==> config.mk <==
export PLATFORM = sky130hd
export DESIGN_NAME = program_loader
export DESIGN_NICKNAME = d
export VERILOG_FILES = /design/src/rtl/loader_pkg.sv /design/src/rtl/program_loader.sv
export SDC_FILE = /design/constraint.sdc
export NUM_CORES = 1
export LEC_CHECK = 0
export ABC_AREA = 1
export BUFFER_PORTS_ARGS = -buffer_cell sky130_fd_sc_hd__buf_2
export CAP_MARGIN = 40
export CORE_MARGIN = 2
export CORE_UTILIZATION = 35
export DETAILED_ROUTE_END_ITERATION = 16
export PLACE_DENSITY = 0.62
export SYNTH_ARGS = -nofsm -noshare
export SYNTH_HDL_FRONTEND = slang
export SYNTH_SLANG_ARGS = --single-unit
==> constraint.sdc <==
create_clock -name clk -period 3.1 [get_ports clk]
set_input_delay 0.62 -clock clk [delete_from_list [all_inputs] [get_ports clk]]
set_output_delay 0.62 -clock clk [all_outputs]
set_load 0.01 [all_outputs]
==> src/rtl/loader_pkg.sv <==
// Shared types and default geometry for the instruction-memory program loader.
package loader_pkg;

    localparam int unsigned DEF_ADDR_W    = 5;
    localparam int unsigned DEF_DATA_W    = 8;
    localparam int unsigned DEF_MEM_DEPTH = 32;

    typedef enum logic [2:0] {
        ST_IDLE,
        ST_LEN,
        ST_DATA,
        ST_CSUM,
        ST_FILL,
        ST_DONE,
        ST_ERR
    } state_e;

endpackage

==> src/rtl/program_loader.sv <==
// Loads a LEN/data/CSUM framed byte stream into the instruction memory and holds the core
// in reset until the image verifies. Define LOADER_ZERO_FILL_EN to zero the unused tail.
module program_loader
    import loader_pkg::*;
#(
    parameter int unsigned ADDR_W    = DEF_ADDR_W,
    parameter int unsigned DATA_W    = DEF_DATA_W,
    parameter int unsigned MEM_DEPTH = DEF_MEM_DEPTH
) (
    input  logic              clk,
    input  logic              rst,
    input  logic              start,
    input  logic              in_valid,
    input  logic [DATA_W-1:0] in_data,
    output logic              in_ready,
    output logic              mem_we,
    output logic [ADDR_W-1:0] mem_adr,
    output logic [DATA_W-1:0] mem_wdata,
    output logic              cpu_hold,
    output logic              done,
    output logic              err
);

    // One extra bit so the count and length can represent MEM_DEPTH itself.
    localparam int unsigned CNT_W = ADDR_W + 1;

    state_e            state_q, state_d;
    logic [CNT_W-1:0]  len_q, len_d;
    logic [CNT_W-1:0]  count_q, count_d;
    logic [DATA_W-1:0] sum_q, sum_d;
    logic              in_ready_q, in_ready_d;
    logic              mem_we_q, mem_we_d;
    logic [ADDR_W-1:0] mem_adr_q, mem_adr_d;
    logic [DATA_W-1:0] mem_wdata_q, mem_wdata_d;
    logic              cpu_hold_q, cpu_hold_d;
    logic              done_q, done_d;
    logic              err_q, err_d;

    logic              transfer_c;
    logic              len_ok_c;
    logic              csum_ok_c;

    // A start in the same cycle as a handshake wins; the byte is left for a retry.
    assign transfer_c = in_valid & in_ready_q & ~start;
    assign len_ok_c   = (in_data != '0) && (32'(in_data) <= MEM_DEPTH);
    assign csum_ok_c  = (DATA_W'(sum_q + in_data) == '0);

    always_comb begin
        state_d     = state_q;
        len_d       = len_q;
        count_d     = count_q;
        sum_d       = sum_q;
        mem_we_d    = 1'b0;
        mem_adr_d   = mem_adr_q;
        mem_wdata_d = mem_wdata_q;

        if (start) begin
            state_d = ST_LEN;
            sum_d   = '0;
            count_d = '0;
        end else begin
            case (state_q)
                ST_LEN: begin
                    if (transfer_c) begin
                        len_d   = CNT_W'(in_data);
                        state_d = len_ok_c ? ST_DATA : ST_ERR;
                    end
                end
                ST_DATA: begin
                    if (transfer_c) begin
                        mem_we_d    = 1'b1;
                        mem_adr_d   = count_q[ADDR_W-1:0];
                        mem_wdata_d = in_data;
                        sum_d       = sum_q + in_data;
                        count_d     = count_q + CNT_W'(1);
                        if (count_q + CNT_W'(1) == len_q) begin
                            state_d = ST_CSUM;
                        end
                    end
                end
                ST_CSUM: begin
                    if (transfer_c) begin
`ifdef LOADER_ZERO_FILL_EN
                        if (!csum_ok_c) begin
                            state_d = ST_ERR;
                        end else if (len_q == CNT_W'(MEM_DEPTH)) begin
                            state_d = ST_DONE;
                        end else begin
                            state_d = ST_FILL;
                        end
`else
                        state_d = csum_ok_c ? ST_DONE : ST_ERR;
`endif
                    end
                end
`ifdef LOADER_ZERO_FILL_EN
                // Count continues from N and walks the tail up to the last word.
                ST_FILL: begin
                    mem_we_d    = 1'b1;
                    mem_adr_d   = count_q[ADDR_W-1:0];
                    mem_wdata_d = '0;
                    count_d     = count_q + CNT_W'(1);
                    if (count_q == CNT_W'(MEM_DEPTH - 1)) begin
                        state_d = ST_DONE;
                    end
                end
`endif
                default: begin
                end
            endcase
        end

        // Status outputs are registered copies of the decoded next state.
        in_ready_d = ~start && ((state_d == ST_LEN) || (state_d == ST_DATA) ||
                                (state_d == ST_CSUM));
        done_d     = (state_d == ST_DONE);
        err_d      = (state_d == ST_ERR);
        cpu_hold_d = (state_d != ST_DONE);
    end

    always_ff @(posedge clk) begin
        if (rst) begin
            state_q     <= ST_IDLE;
            len_q       <= '0;
            count_q     <= '0;
            sum_q       <= '0;
            in_ready_q  <= 1'b0;
            mem_we_q    <= 1'b0;
            mem_adr_q   <= '0;
            mem_wdata_q <= '0;
            cpu_hold_q  <= 1'b1;
            done_q      <= 1'b0;
            err_q       <= 1'b0;
        end else begin
            state_q     <= state_d;
            len_q       <= len_d;
            count_q     <= count_d;
            sum_q       <= sum_d;
            in_ready_q  <= in_ready_d;
            mem_we_q    <= mem_we_d;
            mem_adr_q   <= mem_adr_d;
            mem_wdata_q <= mem_wdata_d;
            cpu_hold_q  <= cpu_hold_d;
            done_q      <= done_d;
            err_q       <= err_d;
        end
    end

    assign in_ready  = in_ready_q;
    assign mem_we    = mem_we_q;
    assign mem_adr   = mem_adr_q;
    assign mem_wdata = mem_wdata_q;
    assign cpu_hold  = cpu_hold_q;
    assign done      = done_q;
    assign err       = err_q;

endmodule

# [Word level (Yosys, flattened, before mapping)]
# Cells that the tools add are included.
[word_totals] wordCells=48 in_bits=12 ff_bits=41 output_inout_bits=18
[classes] reduce_logical=11 addsub=2 magnitude_cmp=1 muxes=9 n_eq_ne=10 bitwise_logic=4
[ops] op="3-bit two-way mux" n=6
[ops] op="3-bit by 2-bit == test with 1-bit output, second input constant" n=4
[ops] op="3-bit one-hot mux with 3 select lines" n=1
[ops] op="8-bit adder" n=1
[ops] op="8-bit by 6-bit less-or-equal comparator with 1-bit output, second input constant" n=1
[ops] op="8-bit zero test" n=1
[ops] op="8-bit nonzero test" n=1
[ops] op="6-bit by 1-bit adder with 6-bit output, second input constant" n=1
[ops] op="3-bit by 1-bit == test with 1-bit output, second input constant" n=2
[ops] op="3-bit == test, second input constant" n=2
[ops] op="6-bit == test" n=1
[ops] op="3-bit AND reduction" n=2
[ops] op="3-bit inequality test, second input constant" n=1
[ops] op="3-bit OR reduction" n=1
[ops] op="1-bit bitwise AND" n=2
[ops] op="1-bit logical AND" n=2
[ops] op="1-bit logical OR" n=2
[ops] op="2-bit two-way mux" n=1
[ops] op="1-bit NOT" n=2
[ops] op="2-bit AND reduction" n=1
[ops] op="2-bit OR reduction" n=1
[ops] op="1-bit two-way mux" n=1

# [Logic depth before layout (Yosys ltp)]
[depth] ltp_word=10 depth_mapped=16 mapped_depth_nobuf=16

# [Worst setup path before layout]
# No wires, ideal clock.
[synth_timing] path_type="input to register" from="in in_data[0]" to="reg cpu_hold_q (netlist: cpu_hold)" required_time_ps=2980 setup_slack_ps=929 setup_time_ps=120 arrival_time_ps=2051 n_path_buf=0 path_stages=15 cell_sequence="ha_1 -> inv_1 -> fa_1 -> inv_1 -> nand2_1 -> nand2_2 -> nand3_1 -> nand2_2 -> nand3_2 -> nor2_2 -> nand3_1 -> nand2_1 -> nand2_1 -> nand2_2 -> nand3_1"
[synth_via] elab_chain_cells=7 word_cells_on_any_way=12 classes_between="add/sub: 1; order compare: 1; eq/ne: 1; mux: 6; reduce/logical: 3"
[synth_lines] element="start, declared" line_no="program_loader.sv:14" rtl="input logic [DATA_W-1:0] in_data,"
[synth_lines] element="8-bit adder (tied with other cells)" line_no="program_loader.sv:46" rtl="assign csum_ok_c = (DATA_W'(sum_q + in_data) == '0);"
[synth_lines] element="8-bit zero test or 1-bit logical AND (tied branches)" line_no="program_loader.sv:46, program_loader.sv:45"
[synth_lines] element="2-bit two-way mux or 3-bit two-way mux (tied branches)" line_no="program_loader.sv:92, program_loader.sv:66"
[synth_lines] element="3-bit two-way mux, on equally long branches" line_no="program_loader.sv:82, program_loader.sv:64"
[synth_lines] element="3-bit one-hot mux with 3 select lines (*)" line_no="program_loader.sv:62" rtl="case (state_q)"
[synth_lines] element="3-bit two-way mux (*)" line_no="program_loader.sv:57" rtl="if (start) begin"
[synth_lines] element="3-bit inequality test (*)" line_no="program_loader.sv:118" rtl="cpu_hold_d = (state_d != ST_DONE);"
[synth_lines] element="end signal, assigned" line_no="program_loader.sv:143" rtl="cpu_hold_q <= cpu_hold_d;"
[synth_lines] element="end, declared" line_no="program_loader.sv:35" rtl="logic cpu_hold_q, cpu_hold_d;"
# Mark *: on every way between the ends. The rest lies on a longest branch, timed or not.
# A chain may end at the register's enable or synchronous reset.

# [Worst setup path after layout]
# Ends and elaborated chain as after synthesis.

==> impl_results.md <==
- Status: completed
- Worst VDD drop: 0.162 mV
- Slew headroom: 63.7%
- Drt initial violations: 52
- DIE HEIGHT: 83.2 um
- Post-CTS setup buffers: 0
- Hold Crit Class: flop to flop
- Most common cell after layout, fill and taps aside: nand2_1
- Die width: 83.2 um
- Initial antenna violation count: 0
- RSZ-0062 raised after global routing: false
- Share of layout cells above drive strength 1: 19.5%
- Top cells by area, synth: dfxtp_1 (37%), nand2_1 (9.6%), nor2_1 (8.0%)
- Crit path capture type: flop
- Vias: 2011
- Synthesis-to-layout area growth: 16.0%
- CTS sink count: 41
- Rows: 28
- Final setup fails: 0
- CP Launch Type: input port
- Non-Filler Instances: 423
- Syn avg cell area: 6.96 um^2
- Critical path class: input port to flop
- First drt pass iteration count: 4
- CTS buffer count: 5
- Crit path largest cell delay: 400 ps
- Slowest-stage cell, CP: fa_1
- Root Buffer: clkbuf_8
- WP data required: 3290 ps
- DPL Wire Length: 3.59 mm
- Max_cap viols: 0
- Clk_skew: 11.6 ps
- Register clock-pin slew on the reported worst setup and hold paths: 90 ps
- Grt ovf: 0
- Fin area: 2540 um^2
- Synthesized flop and latch total: 41
- Largest net degree at the start of global routing: 23
- Worst slew pin tran: 544 ps
- H-tree Lvls: 2
- Die area: 6920 um^2
- First-pass GRT wire length: 8.25 mm
- Count of pins over their slew limit: 0
- Placement Cell Area: 2420 um^2
- CP Cell Sequence: buf_2 > ha_1 > inv_1 > fa_1 > inv_1 > nand2_1 > nand2_2 > nand3_1 > nand2_2 > nand3_2 > nor2_2 > nand3_1 > nand2_1 > nand2_1 > nand2_2 > nand3_1
- Critical Path AT: 2320 ps
- Number of diodes: 0
- Cell family with most CP delay: simple AND/OR/NAND/NOR gates
- Post-Syn Nets: 336
- Via density: 4.75
- IO Port Bufs: 29
- Fin. Hold Viols: 0
- WL/cell: 11.5 um
- Most frequent cells in the layout: nand2_1 (56), nor2_1 (47), inv_1 (42), dfxtp_1 (41), o21ai_0 (31)
- Post-route ant nets: 0
- Minimum period implied by the final worst setup slack: 2130 ps
- Worst-skew pair later-pin latency: 300 ps
- CTS Hold Bufs: 0
- Count of cell types in the netlist: 29
- TritonCTS clock tree: built
- GPL Wtd Cong: 0.812
- CORE AREA: 5990 um^2
- Placed Cells incl. Taps: 415
- Yosys warns: 0
- Nets@finish: 368
- Top cell type's share of synthesized area: 37.4%
- Drc violations: 0
- Final wirelength: 4.86 mm
- Seq/Total Area, Yosys: 37.4%
- Max frequency: 471 MHz
- Final Cycle Share: 68.6%
- Post-CTS resize count: 0
- Max FO, Critical Path: 4
- Worst Path Buf+Inv: 3
- IO Count: 30
- Leak Pwr: 1.23 nW
- Cell count after synthesis: 315
- Max Root-Sink Buffers: 2
- Setup tns final: 0 ps
- Mapped cell area: 2190 um^2
- Vias in the first global route: 1806
- GR Util All Layers: 14.7%
- Yosys top cell by area: dfxtp_1
- Cell Pwr Density: 425 nW/um^2
- Initial Utilization: 36.6%
## cell families (layout without fill, tap and decap cells)
kind of cell | count (synthesis) | count (layout) | share of synthesized area (%)
simple gates | 155 | 155 | 33.7
xor+xnor | 2 | 2 | 0.799
compound gates | 56 | 56 | 13.4
buf+inv | 52 | 85 | 9.24
flops | 41 | 41 | 37.4
fa+ha+maj | 9 | 9 | 5.48
## layer usage
layer / wire (um) / vias up / track usage [%]
met5: 0 / - / 0
li1: - / 1068 / -
met3: 141 / 9 / 3.88
met4: 99 / 0 / 6.41
met2: 2270 / 28 / 23.6
met1: 2350 / 906 / 18.5
## through the flow
| step | hold slack, ps | power (W) | utilization (%) | setup slack [ps] |
|---|---|---|---|---|
| floorplan | 444 | 0.000604 | - | 929 |
| global placement | 459 | 0.000634 | 40.5 | 707 |
| detailed placement | 467 | 0.000634 | 40.5 | 670 |
| CTS | 481 | 0.00110 | 42.5 | 969 |
| global route | 491 | 0.00113 | 42.5 | 788 |
| finish | 480 | 0.00108 | 42.5 | 975 |
## tightest hold or removal path, stage by stage (launching register included)
cell and delay [ps]:
dfxtp_1 320, inv_1 60, a21oi_1 60
## final cells by class
cell class | count | area [um^2]
clock inverters | 2 | 37.5
flip-flops and latches | 41 | 821
inverters | 45 | 171
repair buffers | 32 | 168
multi-input cells | 222 | 1170
clock buffers | 6 | 82.6
fillers | 629 | 3450
well taps | 75 | 93.8
## sequential cells by signal (all words and copies together), names as in the netlist
signal,flops
done,1
len_q,6
mem_adr,5
mem_wdata,8
count_q,6
cpu_hold,1
mem_we,1
err,1
state_q,3
in_ready,1
sum_q,8
## final timing paths
path,cells past startpoint,slack (ps),end,startpoint
setup / recovery,16,970,cpu_hold$_SDFF_PP1_,in_data[0]
hold / removal,2,480,len_q[0]$_SDFFE_PP0P_,len_q[0]$_SDFFE_PP0P_
setup reg to reg,15,1060,cpu_hold$_SDFF_PP1_,sum_q[0]$_SDFFE_PP0P_
hold reg to reg,2,480,len_q[0]$_SDFFE_PP0P_,len_q[0]$_SDFFE_PP0P_
## synth_stat cells
cell and count:
nand4_1 3, nand3b_1 5, nor2_1 47, nor3_2 1, or2_4 1, clkbuf_1 2
xnor2_1 2, fa_1 1, dfxtp_1 41, o211ai_1 1, inv_4 1, nand2_4 1
buf_2 4, nand3_2 5, inv_1 42, o21a_1 1, ha_1 8, inv_2 2
nand2_1 56, nor3_1 2, nor2_2 5, a211oi_1 2, nand2_2 8, nor2_4 3
a21oi_2 1, a21oi_1 20, buf_1 1, nand3_1 18, o21ai_0 31
## power breakdown
group | internal [W] | switching [W]
logic | 0.0000301 | 0.0000574
registers | 0.000531 | 0.00000397
clock network | 0.000262 | 0.000197
(Power assumes the default switching activity.)
